<file path="config.mk">
export PLATFORM = sky130hd
export DESIGN_NAME = coord_readout_ctrl
export DESIGN_NICKNAME = d
export VERILOG_FILES = /design/src/rtl/hex_display_pkg.sv /design/src/rtl/hex_glyph_rom.sv /design/src/rtl/coord_readout_ctrl.sv
export SDC_FILE = /design/constraint.sdc
export NUM_CORES = 1
export LEC_CHECK = 0
export ABC_AREA = 0
export CORE_MARGIN = 1
export CORE_UTILIZATION = 52
export DETAILED_ROUTE_END_ITERATION = 6
export GPL_TIMING_DRIVEN = 0
export PLACE_DENSITY = 0.8
export SLEW_MARGIN = 20
export SYNTH_ARGS = -nofsm -noshare
export SYNTH_HDL_FRONTEND = slang
export SYNTH_SLANG_ARGS = --single-unit
</file>
<file path="constraint.sdc">
create_clock -name clock -period 2.79 [get_ports clock]
set_input_delay 0.558 -clock clock [delete_from_list [all_inputs] [get_ports clock]]
set_output_delay 0.558 -clock clock [all_outputs]
set_load 0.005 [all_outputs]
</file>
<file path="src/rtl/hex_display_pkg.sv">
// Shared types and constants for the coordinate HEX readout: FSM states,
// axis ids, axis glyph codes and the round-robin requester pick.
package hex_display_pkg;

    typedef enum logic [1:0] {
        ST_IDLE   = 2'd0,
        ST_LOAD   = 2'd1,
        ST_DECODE = 2'd2,
        ST_HOLD   = 2'd3
    } state_e;

    localparam logic [1:0] AX_X = 2'd0;
    localparam logic [1:0] AX_Y = 2'd1;
    localparam logic [1:0] AX_Z = 2'd2;

    localparam logic [3:0] GL_X = 4'd10;
    localparam logic [3:0] GL_Y = 4'd11;
    localparam logic [3:0] GL_Z = 4'd12;

    localparam logic [6:0] HEX_BLANK = 7'h7F;

    // Search order starts at the axis after the previous owner; returns
    // 'last' itself only when it is the sole requester.
    function automatic logic [1:0] rr_pick(input logic [1:0] last, input logic [2:0] req);
        logic [1:0] pick;
        case (last)
            AX_X:    pick = req[1] ? AX_Y : (req[2] ? AX_Z : AX_X);
            AX_Y:    pick = req[2] ? AX_Z : (req[0] ? AX_X : AX_Y);
            default: pick = req[0] ? AX_X : (req[1] ? AX_Y : AX_Z);
        endcase
        return pick;
    endfunction

    function automatic logic [2:0] axis_onehot(input logic [1:0] axis);
        return 3'b001 << axis;
    endfunction

endpackage

</file>
<file path="src/rtl/hex_glyph_rom.sv">
// 16-entry glyph table: 4-bit code to active-low seven-segment pattern
// (bit0 = a .. bit6 = g, 1 = unlit). Codes 10..15 are X, Y, Z, R, S, T.
module hex_glyph_rom (
    input  logic [3:0] code,
    output logic [6:0] seg
);

    always_comb begin
        seg = 7'h7F;
        case (code)
            4'd0:  seg = 7'h40;
            4'd1:  seg = 7'h79;
            4'd2:  seg = 7'h24;
            4'd3:  seg = 7'h30;
            4'd4:  seg = 7'h19;
            4'd5:  seg = 7'h12;
            4'd6:  seg = 7'h02;
            4'd7:  seg = 7'h78;
            4'd8:  seg = 7'h00;
            4'd9:  seg = 7'h18;
            4'd10: seg = 7'h09;
            4'd11: seg = 7'h11;
            4'd12: seg = 7'h24;
            4'd13: seg = 7'h2F;
            4'd14: seg = 7'h12;
            4'd15: seg = 7'h4E;
            default: seg = 7'h7F;
        endcase
    end

endmodule

</file>
<file path="src/rtl/coord_readout_ctrl.sv">
// Arbitrates X/Y/Z requesters for one shared glyph decoder driving HEX3..HEX0.
// Optional BLANK_LEADING_ZERO_EN blanks leading zeros on hex2/hex1.
module coord_readout_ctrl
    import hex_display_pkg::*;
#(
    parameter int DWELL_CYCLES = 25000000
) (
    input  logic        clock,
    input  logic        reset,
    input  logic [2:0]  req,
    input  logic [11:0] val_x,
    input  logic [11:0] val_y,
    input  logic [11:0] val_z,
    output logic [2:0]  ack,
    output logic [6:0]  hex3,
    output logic [6:0]  hex2,
    output logic [6:0]  hex1,
    output logic [6:0]  hex0,
    output logic        busy,
    output logic [1:0]  cur_axis
);

    localparam int CNT_W = $clog2(DWELL_CYCLES + 1);
    localparam logic [CNT_W-1:0] CNT_LAST = CNT_W'(DWELL_CYCLES - 1);

    localparam logic [1:0] IDLE   = ST_IDLE;
    localparam logic [1:0] LOAD   = ST_LOAD;
    localparam logic [1:0] DECODE = ST_DECODE;
    localparam logic [1:0] HOLD   = ST_HOLD;

    logic [1:0]       state;
    logic [1:0]       idx;
    logic [1:0]       last_grant;
    logic [CNT_W-1:0] cnt;
    logic [2:0]       ack_q;
    logic [11:0]      val_p0;
    logic [1:0]       axis_p0;
    logic [3:0][6:0]  hex_q;

    logic [1:0]  win;
    logic [11:0] win_val;
    logic [3:0]  code;
    logic [6:0]  rom_seg;
    logic        blank;
    logic [6:0]  dec_seg;

    assign win = rr_pick(last_grant, req);

    always_comb begin
        case (win)
            AX_X:    win_val = val_x;
            AX_Y:    win_val = val_y;
            default: win_val = val_z;
        endcase
    end

    // Digit 3 carries the axis letter; the lower three carry the latched nibbles.
    always_comb begin
        case (idx)
            2'd3:    code = GL_X + {2'b00, axis_p0};
            2'd2:    code = val_p0[11:8];
            2'd1:    code = val_p0[7:4];
            default: code = val_p0[3:0];
        endcase
    end

    hex_glyph_rom u_rom (
        .code (code),
        .seg  (rom_seg)
    );

`ifdef BLANK_LEADING_ZERO_EN
    assign blank = ((idx == 2'd2) && (val_p0[11:8] == 4'd0)) ||
                   ((idx == 2'd1) && (val_p0[11:4] == 8'd0));
`else
    assign blank = 1'b0;
`endif

    assign dec_seg = blank ? HEX_BLANK : rom_seg;

    always_ff @(posedge clock or posedge reset) begin
        if (reset) begin
            state      <= IDLE;
            idx        <= 2'd0;
            last_grant <= AX_Z;
            cnt        <= '0;
            ack_q      <= 3'b000;
            val_p0     <= 12'h000;
            axis_p0    <= AX_X;
            hex_q      <= {4{HEX_BLANK}};
        end else begin
            ack_q <= 3'b000;
            case (state)
                IDLE: begin
                    if (req != 3'b000) begin
                        val_p0  <= win_val;
                        axis_p0 <= win;
                        ack_q   <= axis_onehot(win);
                        state   <= LOAD;
                    end
                end
                LOAD: begin
                    last_grant <= axis_p0;
                    idx        <= 2'd3;
                    cnt        <= '0;
                    state      <= DECODE;
                end
                DECODE: begin
                    hex_q[idx] <= dec_seg;
                    if (idx == 2'd0) begin
                        state <= HOLD;
                    end else begin
                        idx <= idx - 2'd1;
                    end
                end
                default: begin
                    if (cnt == CNT_LAST) begin
                        cnt   <= '0;
                        state <= IDLE;
                    end else begin
                        cnt <= cnt + 1'b1;
                    end
                end
            endcase
        end
    end

    assign ack      = ack_q;
    assign busy     = (state != IDLE);
    assign cur_axis = axis_p0;
    assign hex3     = hex_q[3];
    assign hex2     = hex_q[2];
    assign hex1     = hex_q[1];
    assign hex0     = hex_q[0];

endmodule

</file>
Word level (Yosys, flattened, before mapping). Memory sizes are Yosys's and may differ from the RTL's. Index checks and enable logic that the tools add are counted.

$add $sub $neg: 3. Order comparisons: 2. Eq/ne operators: 11. Shift operators: 1. Multiplexer cells: 22. Reduce and logical (&&, ||, !) cells: 13.

Operators by type and width (number): 25-bit case mux with 2 select lines (1); 28-bit bitwise mux (1); 25-bit by 1-bit adder with 25-bit output, second input constant (1); 25-bit == test, second input constant (1); 25-bit 2-to-1 mux (1); 12-bit case mux with 2 select lines (1); 2-bit 2-to-1 mux (9); 7-bit demux with 2-bit select (1); 4-bit case mux with 3 select lines (1); 2-bit by 1-bit == test with 1-bit output, second input constant (4); 2-bit logical NOT (4); 2-bit case mux with 2 select lines (2); 7-bit 2-to-1 mux (1); 2-bit == test, second input constant (3); 3-bit 2-to-1 mux (2); 2-bit inequality test, second input constant (3); 2-bit case mux with 3 select lines (1); 4-bit by 2-bit adder with 4-bit output, first input constant (1); 2-bit AND reduction (2); 2-bit nonzero test (2); 4-bit nonzero test (1); 2-bit by 3-bit < comparator with 1-bit output, second input constant (1); 3-bit AND reduction (1); 3-bit nonzero test (1); 6 further kinds (6).

Register bits: 76. Bits in read-only memories: 112. Word-level logic and storage cells: 64. Memories: 1.

Memories: (name not given) (depth 16, width 7, read ports 1, clocked after Yosys merged registers in 0, wr ports 0, line hex_glyph_rom.sv:10) `case (code)`.

Logic depth before layout (Yosys ltp). Gate-level depths: netlist of the first run.

Word-level depth: 6. Mapped depth: 10. Mapped depth without buffers: 9.

Cells and area by module. A second synthesis of the first run with hierarchy kept.

Cells, all modules: 406. Area total of the unflattened synthesis: 4115.2 sq um.

Modules (own cells, without submodules): coord_readout_ctrl (times used 1, cells an instance 373, area each 3867.5 sq um, seq. area each 1938.1 sq um); hex_glyph_rom (times used 1, cells an instance 33, area each 247.7 sq um, seq. area each 0.0 sq um).

Worst setup path after synthesis of the first run. No wires, ideal clock.

Kind: register to register. From: reg idx[0]. To: reg hex_q (netlist bit hex0[3]). Library setup time: 0.083 ns. Arrival time: 2.489 ns. Data required time: 2.707 ns. Slack: 0.218 ns. Stages on the path, launching flop included: 9. Period minus slack after synthesis: 2.572 ns. Cells stage by stage: dfrtp_1 inv_1 ha_1 clkbuf_1 mux2i_1 inv_1 ha_1 o31a_1 a41oi_1.

Word-level cells in the longest chain between the ends: 5. Elaborated cells between the ends (all ways): 11.

Ends and longest elaborated chain: start: declaration (line coord_readout_ctrl.sv:32) `logic [1:0] idx;`; start signal: assignment (line coord_readout_ctrl.sv:113) `idx <= idx - 2'd1;`; parallel branches: the longest is 4 deep, another holds memory read 16 x 7 bit; 28-bit bitwise mux * (line coord_readout_ctrl.sv:109) `hex_q[idx] <= dec_seg;`; end signal: assignment (line coord_readout_ctrl.sv:90) `hex_q <= {4{HEX_BLANK}};`; end signal: indexed assignment (line coord_readout_ctrl.sv:109); end: declaration (line coord_readout_ctrl.sv:38) `logic [3:0][6:0] hex_q;`.

Every way passes the cells marked *. A chain may end at the register's enable or synchronous reset.

Final worst setup path of the first run.
From: reg idx[0]. To: reg hex_q (netlist bit hex3[3]).

Same word-level chain as after synthesis.

==> impl_metrics.csv, run 1 <==
group,metric,value,unit
detailed_routing,drt_iter0_drc,278,
detailed_routing,via_per_inst,6.04,
sta,slew_headroom,41.8,%
run,maxCapViolCount,0,
sta,finalHoldViolCount,0,
critical_path,start_kind,"flip-flop",
synthesis,syn_area,0.00395,mm2
clocking,worstSkewPairLatency,0.36,ns
synthesis,seq_area_frac_synth,49.1,%
pwr,pwr-share-clk,16.5,%
cells_and_area,final_util,70.2,%
global_route,grt_pass1_wl,15100,um
clocking,cts_buffers,9,
critical_path,path_max_fanout,10,
global_route,grt_pass1_vias,3317,
synthesis,synth.distinct_cells,47,
clocking,cts_tree,"done",
sta,finalMaxSlewViolations,0,
sta,max_freq,376,MHz
pwr,peakVddDrop,535,uV
synthesis,syn_area_per_cell,9.90,um2
global_route,antenna_found_initial,0,
pwr,p_sw_share,41.0,%
detailed_routing,routed_wl,9530,um
pwr,p_int,3.35,mW
detailed_routing,avgRoutedWirePerCell,16.1,um
floorplanning,start_util,54.2,%
cells_and_area,syn2layout_area_growth,29.7,%
pwr,p_seq_share,32.0,%
clocking,htreeDepth,3,
floorplanning,top_level_ports,75,
run_status,status,"finished clean",
clocking,root_buffer,"clkbuf_8",
cells_and_area,drive_gt1_share,15.9,%
global_route,grt_start_max_net_pins,45,
floorplanning,core,0.00729,mm2
critical_path,critPathRequiredTime,3.06,ns
critical_path,critPathArrivalTime,2.94,ns
place,io_buffers,74,
sta,min_period,2.66,ns
place,dp_hpwl,6690,um
clocking,clock_sinks,76,
clocking,cts.clk_slew.worst_paths,0.09,ns
synthesis,synth_nets,454,
cells_and_area,n_antenna_cell,0,
pwr,leakage,2.09,nW
critical_path,end_kind,"flip-flop",
cells_and_area,nets,542,
critical_path,r2r_slack,0.13,ns
floorplanning,die_area,0.00795,mm2
synthesis,synthCells,399,
critical_path,criticalPathCategory,"reg -> reg",
clocking,clock_path_buffers,2,
sta,tightest_slew,0.866,ns
global_route,grt_overflow,0,
cells_and_area,nFillCells,567,
place,gp_congestion,0.818,
pwr,net-switching-power,2.33,mW
detailed_routing,detail-route-antenna-nets,0,
synthesis,synth-edff-count,0,
pwr,combPwrFrac,51.5,%
sta,finalSetupViolCount,0,
synthesis,synth_ff_type,"dfrtp_1",
synthesis,synthArstFlopShare,100,%
sta,layout_worst_path_cycle_share,95.4,%
floorplanning,rows,31,
sta,finClkSkew,0.0156,ns
synthesis,yosysWarnings,0,
detailed_routing,drt_first_pass_iters,6,
global_route,gr-usage-all-layers,25.0,%
floorplanning,die_h,89.2,um
detailed_routing,drcViolationCount,0,
floorplanning,die_x,89.2,um
synthesis,ys_ff_latch,76,
pwr,p_per_area,1110,mW/mm2
min_path,worst_hold_path_type,"reg -> reg",
sta,fin_setup_tns,0,ns
detailed_routing,vias,3570,
==> power groups by stage <==
stage                     sequential [mW]  clock [mW]  combinational [mW]
final                                1.82       0.938                2.93
after global routing                 1.87       0.992                3.24
after CTS                            1.82       0.951                2.77
after detailed placement             1.84           0                2.74
after global placement               1.81           0                2.62
after floorplan                      1.80           0                1.75
==> worst max-delay path: stages, from the launching register on <==
cell,delay (ns)
dfrtp_1,0.44
inv_1,0.10
ha_1,0.20
clkbuf_2,0.29
mux2i_4,0.37
inv_1,0.14
ha_1,0.39
nor3b_1,0.29
a31oi_2,0.11
a41oi_1,0.26
==> logic make-up (layout without fill, tap and decap cells) <==
family	Yosys count	after routing	synth area share, %
compound gates	119	119	20.4
buf+inv	33	126	3.23
flops	76	76	49.1
xor+xnor	4	4	0.887
mux	22	22	6.15
simple gates	131	131	15.9
fa+ha+maj	14	14	4.43
==> worst paths after layout <==
path	start	depth (start not counted)	endpoint
worst max-delay path	idx[0]$_DFFE_PP0P_	9	hex3[3]$_DFFE_PP1P_
worst min register to register	hex1[0]$_DFFE_PP1P_	2	hex1[0]$_DFFE_PP1P_
worst min-delay path	hex1[0]$_DFFE_PP1P_	2	hex1[0]$_DFFE_PP1P_
min in group asynchronous	reset	2	val_p0[2]$_DFFE_PP0P_
max in group asynchronous	reset	3	last_grant[1]$_DFFE_PP1P_
worst max register to register	idx[0]$_DFFE_PP0P_	9	hex3[3]$_DFFE_PP1P_
==> through the flow <==
| step | cell area [um2] | std cells | hold WS [ns] | power, mW | setup WS (ns) |
|---|---|---|---|---|---|
| after floorplan | 3950 | 399 | 0.443 | 3.55 | 0.218 |
| after global placement | 4810 | 572 | 0.459 | 4.44 | -0.901 |
| after detailed placement | 4840 | 573 | 0.468 | 4.57 | -0.239 |
| after CTS | 5080 | 589 | 0.481 | 5.54 | 0.000931 |
| after global routing | 5120 | 591 | 0.499 | 6.10 | -0.0945 |
| final | 5120 | 591 | 0.478 | 5.69 | 0.128 |
==> synthesized netlist by cell type (all sizes together), types with 6 or more instances <==
| cell type | number | share of area (%) |
|---|---|---|
| nand2 | 60 | 5.7 |
| dfrtp | 47 | 30 |
| o21ai | 36 | 4.6 |
| dfstp | 29 | 19 |
| nor2 | 19 | 1.8 |
| mux2 | 18 | 5.1 |
| a21oi | 17 | 2.2 |
| a31oi | 17 | 2.7 |
| clkbuf | 15 | 1.4 |
| inv | 15 | 1.4 |
| a222oi | 14 | 3.5 |
| ha | 14 | 4.4 |
| nand3 | 14 | 1.8 |
| a41oi | 10 | 2.2 |
| nor3 | 7 | 0.89 |
| and3 | 6 | 0.95 |
==> routing by layer <==
| metal | up-vias | GRT usage (%) | wire (um) |
|---|---|---|---|
| li1 | 1656 | - | - |
| met1 | 1754 | 31.8 | 4110 |
| met2 | 140 | 41.6 | 4670 |
| met3 | 20 | 5.17 | 555 |
| met4 | 0 | 10.8 | 190 |
| met5 | - | 0 | 0 |
==> layout make-up <==
class | instances | area [um2] | share of cell area, %
clock inverters | 5 | 65.1 | 1.27
well taps | 99 | 124 | 2.42
plain buffers | 16 | 65.1 | 1.27
multi-input cells | 290 | 1910 | 37.3
flip-flops and latches | 76 | 1940 | 37.8
clock buffers | 11 | 163 | 3.18
inverters | 15 | 58.8 | 1.15
repair buffers | 79 | 798 | 15.6
==> cell usage in the layout (no fill, tap or decap), drive strengths merged, types with 2 or more instances in the layout <==
| cell type | instances |
|---|---|
| a21oi | 17 |
| a222oi | 14 |
| a22o | 5 |
| a31oi | 17 |
| a32oi | 2 |
| a41oi | 10 |
| and2 | 3 |
| and3 | 6 |
| buf | 8 |
| clkbuf | 24 |
| clkdlybuf4s50 | 74 |
| clkinv | 2 |
| dfrtp | 47 |
| dfstp | 29 |
| ha | 14 |
| inv | 17 |
| mux2 | 18 |
| mux2i | 4 |
| nand2 | 60 |
| nand2b | 4 |
| nand3 | 14 |
| nand4 | 5 |
| nor2 | 19 |
| nor2b | 4 |
| nor3 | 7 |
| nor3b | 2 |
| o21ai | 36 |
| o31a | 2 |
| o31ai | 5 |
| or3 | 2 |
| xnor2 | 2 |
| xor2 | 2 |
==> flip-flops by register name (all words and copies together) (netlist names) <==
register    cells
hex0            7
last_grant      2
idx             2
cnt            25
val_p0         12
hex3            7
hex1            7
ack             3
state           2
hex2            7
cur_axis        2
==> what timing repair did <==
item | 4_1_cts | 5_1_grt
pin swaps | 0 | 1
setup endpoints to repair | 20 | 20
buffers inserted | 0 | 4
gates resized for setup | 2 | 3
hold buffers | 0 | 0
Power figures use the tool's default switching activity.
==> inputs of run 2 (changes only) <==
Settings changed: MAX_ROUTING_LAYER set to met4, SLEW_MARGIN 20 to 40, TNS_END_PERCENT set to 20.
==> run 2 against run 1 <==
  * Combinational power is 2% higher
  * Clock skew is 0.0019 ns higher
  * Sequential share of layout area is 0.23 points lower
  * Die area stayed put
  * Setup slack worse by 0.070 ns
  * Core utilization is 0.43 points higher
  * Sequential power hardly changed
  * Worst hold slack worse by 0.00082 ns
  * Critical path type unchanged
  * Highest routed layer unchanged
==> impl_metrics.csv, run 2 (synthesis gave the netlist of run 1 again) <==
group,metric,value,unit
place,dp_hpwl,6650,um
cells_and_area,final_util,70.7,%
pwr,fin_total_pwr,5.77,mW
critical_path,crit_path_cell_trace,"ha_1 -> a222oi_1 -> mux2i_4 -> buf_4 -> buf_4 -> ha_1 -> nor3b_1 -> a31oi_2 -> a41oi_1",
critical_path,cpPeakStageDelay,0.56,ns
critical_path,start_kind,"flip-flop",
critical_path,path_max_fanout,7,
cells_and_area,nets,543,
place,gp_congestion,0.830,
pwr,p_per_area,1120,mW/mm2
global_route,gr-usage-met1,32.7,%
detailed_routing,drcViolationCount,0,
cells_and_area,regMostFlops,"cnt",
min_path,holdCritStartpoint,"hex1[0]$_DFFE_PP1P_",
floorplanning,rows,31,
clocking,worstSkewPairLatency,0.36,ns
clocking,clock_path_buffers,2,
sta,layout_setup_ws,0.0579,ns
detailed_routing,routed_wl,9630,um
critical_path,criticalPathCategory,"reg -> reg",
floorplanning,core,0.00729,mm2
clocking,clock_sinks,76,
critical_path,r2r_end,"hex0[3]$_DFFE_PP1P_",
global_route,grt_pass1_vias,3260,
min_path,worst_hold_path_type,"reg -> reg",
critical_path,r2r_slack,0.06,ns
sta,finalHoldViolCount,0,
cells_and_area,syn2layout_area_growth,30.5,%
sta,finClkSkew,0.0175,ns
pwr,leakage,2.10,nW
cells_and_area,ff_latch_area,0.00194,mm2
sta,layout_worst_path_cycle_share,97.9,%
detailed_routing,detail-route-antenna-nets,0,
sta,max_freq,366,MHz
detailed_routing,vias,3550,
critical_path,critical-path-slowest-cell,"a222oi_1",
critical_path,critPathRequiredTime,3.04,ns
cells_and_area,top_regs,"cnt (25), val_p0 (12)",
detailed_routing,drt_first_pass_iters,6,
critical_path,critPathArrivalTime,2.99,ns
cells_and_area,final_common_cell,"clkdlybuf4s50_1",
run_status,status,"finished clean",
cells_and_area,nFillCells,572,
sta,min_period,2.73,ns
global_route,gr-usage-all-layers,26.2,%
global_route,grt_pass1_wl,15300,um
detailed_routing,drt_iter0_drc,255,
clocking,cts_tree,"done",
clocking,htreeDepth,3,
sta,holdWs,0.477,ns
run,maxCapViolCount,0,
global_route,grt_start_max_net_pins,45,
floorplanning,die_h,89.2,um
critical_path,worst_r2r_path_depth,9,
floorplanning,start_util,54.2,%
global_route,use_met2,42.1,%
clocking,root_buffer,"clkbuf_8",
sta,slew_headroom,50.1,%
detailed_routing,via_per_inst,6.00,
global_route,top_usage_layer,"met2",
clocking,cts.clk_slew.worst_paths,0.09,ns
critical_path,end_kind,"flip-flop",
global_route,use_met3,5.91,%
cells_and_area,fin_area,0.00515,mm2
cells_and_area,finalNonFillerCells,592,
sta,finalMaxSlewViolations,0,
cells_and_area,mostFrequentLayoutCells,"74 x clkdlybuf4s50_1, 60 x nand2_1, 47 x dfrtp_1",
detailed_routing,avgRoutedWirePerCell,16.3,um
cells_and_area,largest_register_ffs,25,
floorplanning,die_x,89.2,um
place,pre_cts_ws,-0.247,ns
global_route,grt_overflow,0,
cells_and_area,n_antenna_cell,0,
floorplanning,die_area,0.00795,mm2
sta,finalSetupViolCount,0,
sta,fin_setup_tns,0,ns
critical_path,crit_start,"idx[0]$_DFFE_PP0P_",
cells_and_area,multi_input_area,0.00193,mm2
min_path,holdPathEnd,"hex1[0]$_DFFE_PP1P_",
place,io_buffers,74,
critical_path,cp_top_family,"compound AO/OA/AOI/OAI gates",
cells_and_area,drive_gt1_share,16.2,%
sta,tightest_slew,0.748,ns
place,place_area,0.00485,mm2
global_route,antenna_found_initial,0,
clocking,cts_buffers,9,
pwr,peakVddDrop,463,uV
min_path,hold_depth,2,
critical_path,r2r_start,"idx[0]$_DFFE_PP0P_",
floorplanning,top_level_ports,75,
place,placed_cells,573,
critical_path,crit_buf_inv,2,
-- run 2: cell count changes in the layout (fill, tap and decap cells not counted), sizes merged --
cell,change
buf,+1
clkbuf,-1
bufinv,+1
-- run 2: cell type report --
type | instances | area share (%)
clock buffer | 10 | 2.67
tap | 99 | 2.40
inverter | 15 | 1.19
clock inverter | 6 | 1.85
buffer | 16 | 1.26
timing repair buffer | 80 | 15.6
sequential | 76 | 37.6
multi-input combinational | 290 | 37.4
-- run 2: report_power, final --
group | switching (mW) | internal (mW)
Sequential | 0.248 | 1.58
Combinational | 1.67 | 1.31
Clock | 0.432 | 0.537
Total | 2.35 | 3.42
-- run 2: how the worst max path moves through the flow --
stage	end	cells past startpoint
5_1_grt	hex0[3]$_DFFE_PP1P_	9
4_1_cts	hex3[1]$_DFFE_PP1P_	9
2_1_floorplan	hex0[3]$_DFFE_PP1P_	8
3_3_place_gp	ack[0]$_DFF_PP0_	2
3_5_place_dp	hex3[1]$_DFFE_PP1P_	8
6_report	hex0[3]$_DFFE_PP1P_	9
-- run 2: tightest hold or removal path: stages, from the launching register on --
cell and delay (ns):
dfstp_2 0.38, nand2_1 0.05, o31ai_1 0.06
-- run 2: timing repair --
item                                   in CTS  in global routing
setup endpoints to repair                  20                 20
buffers inserted                            0                  5
gates resized for setup                     3                  3
pin swaps                                   0                  1
hold buffers                                0                  0
endpoints found under the hold margin       0                  0
-- run 2: per-layer routing --
metal,up-vias,share of wire [%]
met2,156,50
met3,20,7.0
met5,-,0
met1,1709,41
li1,1665,-
met4,0,1.7
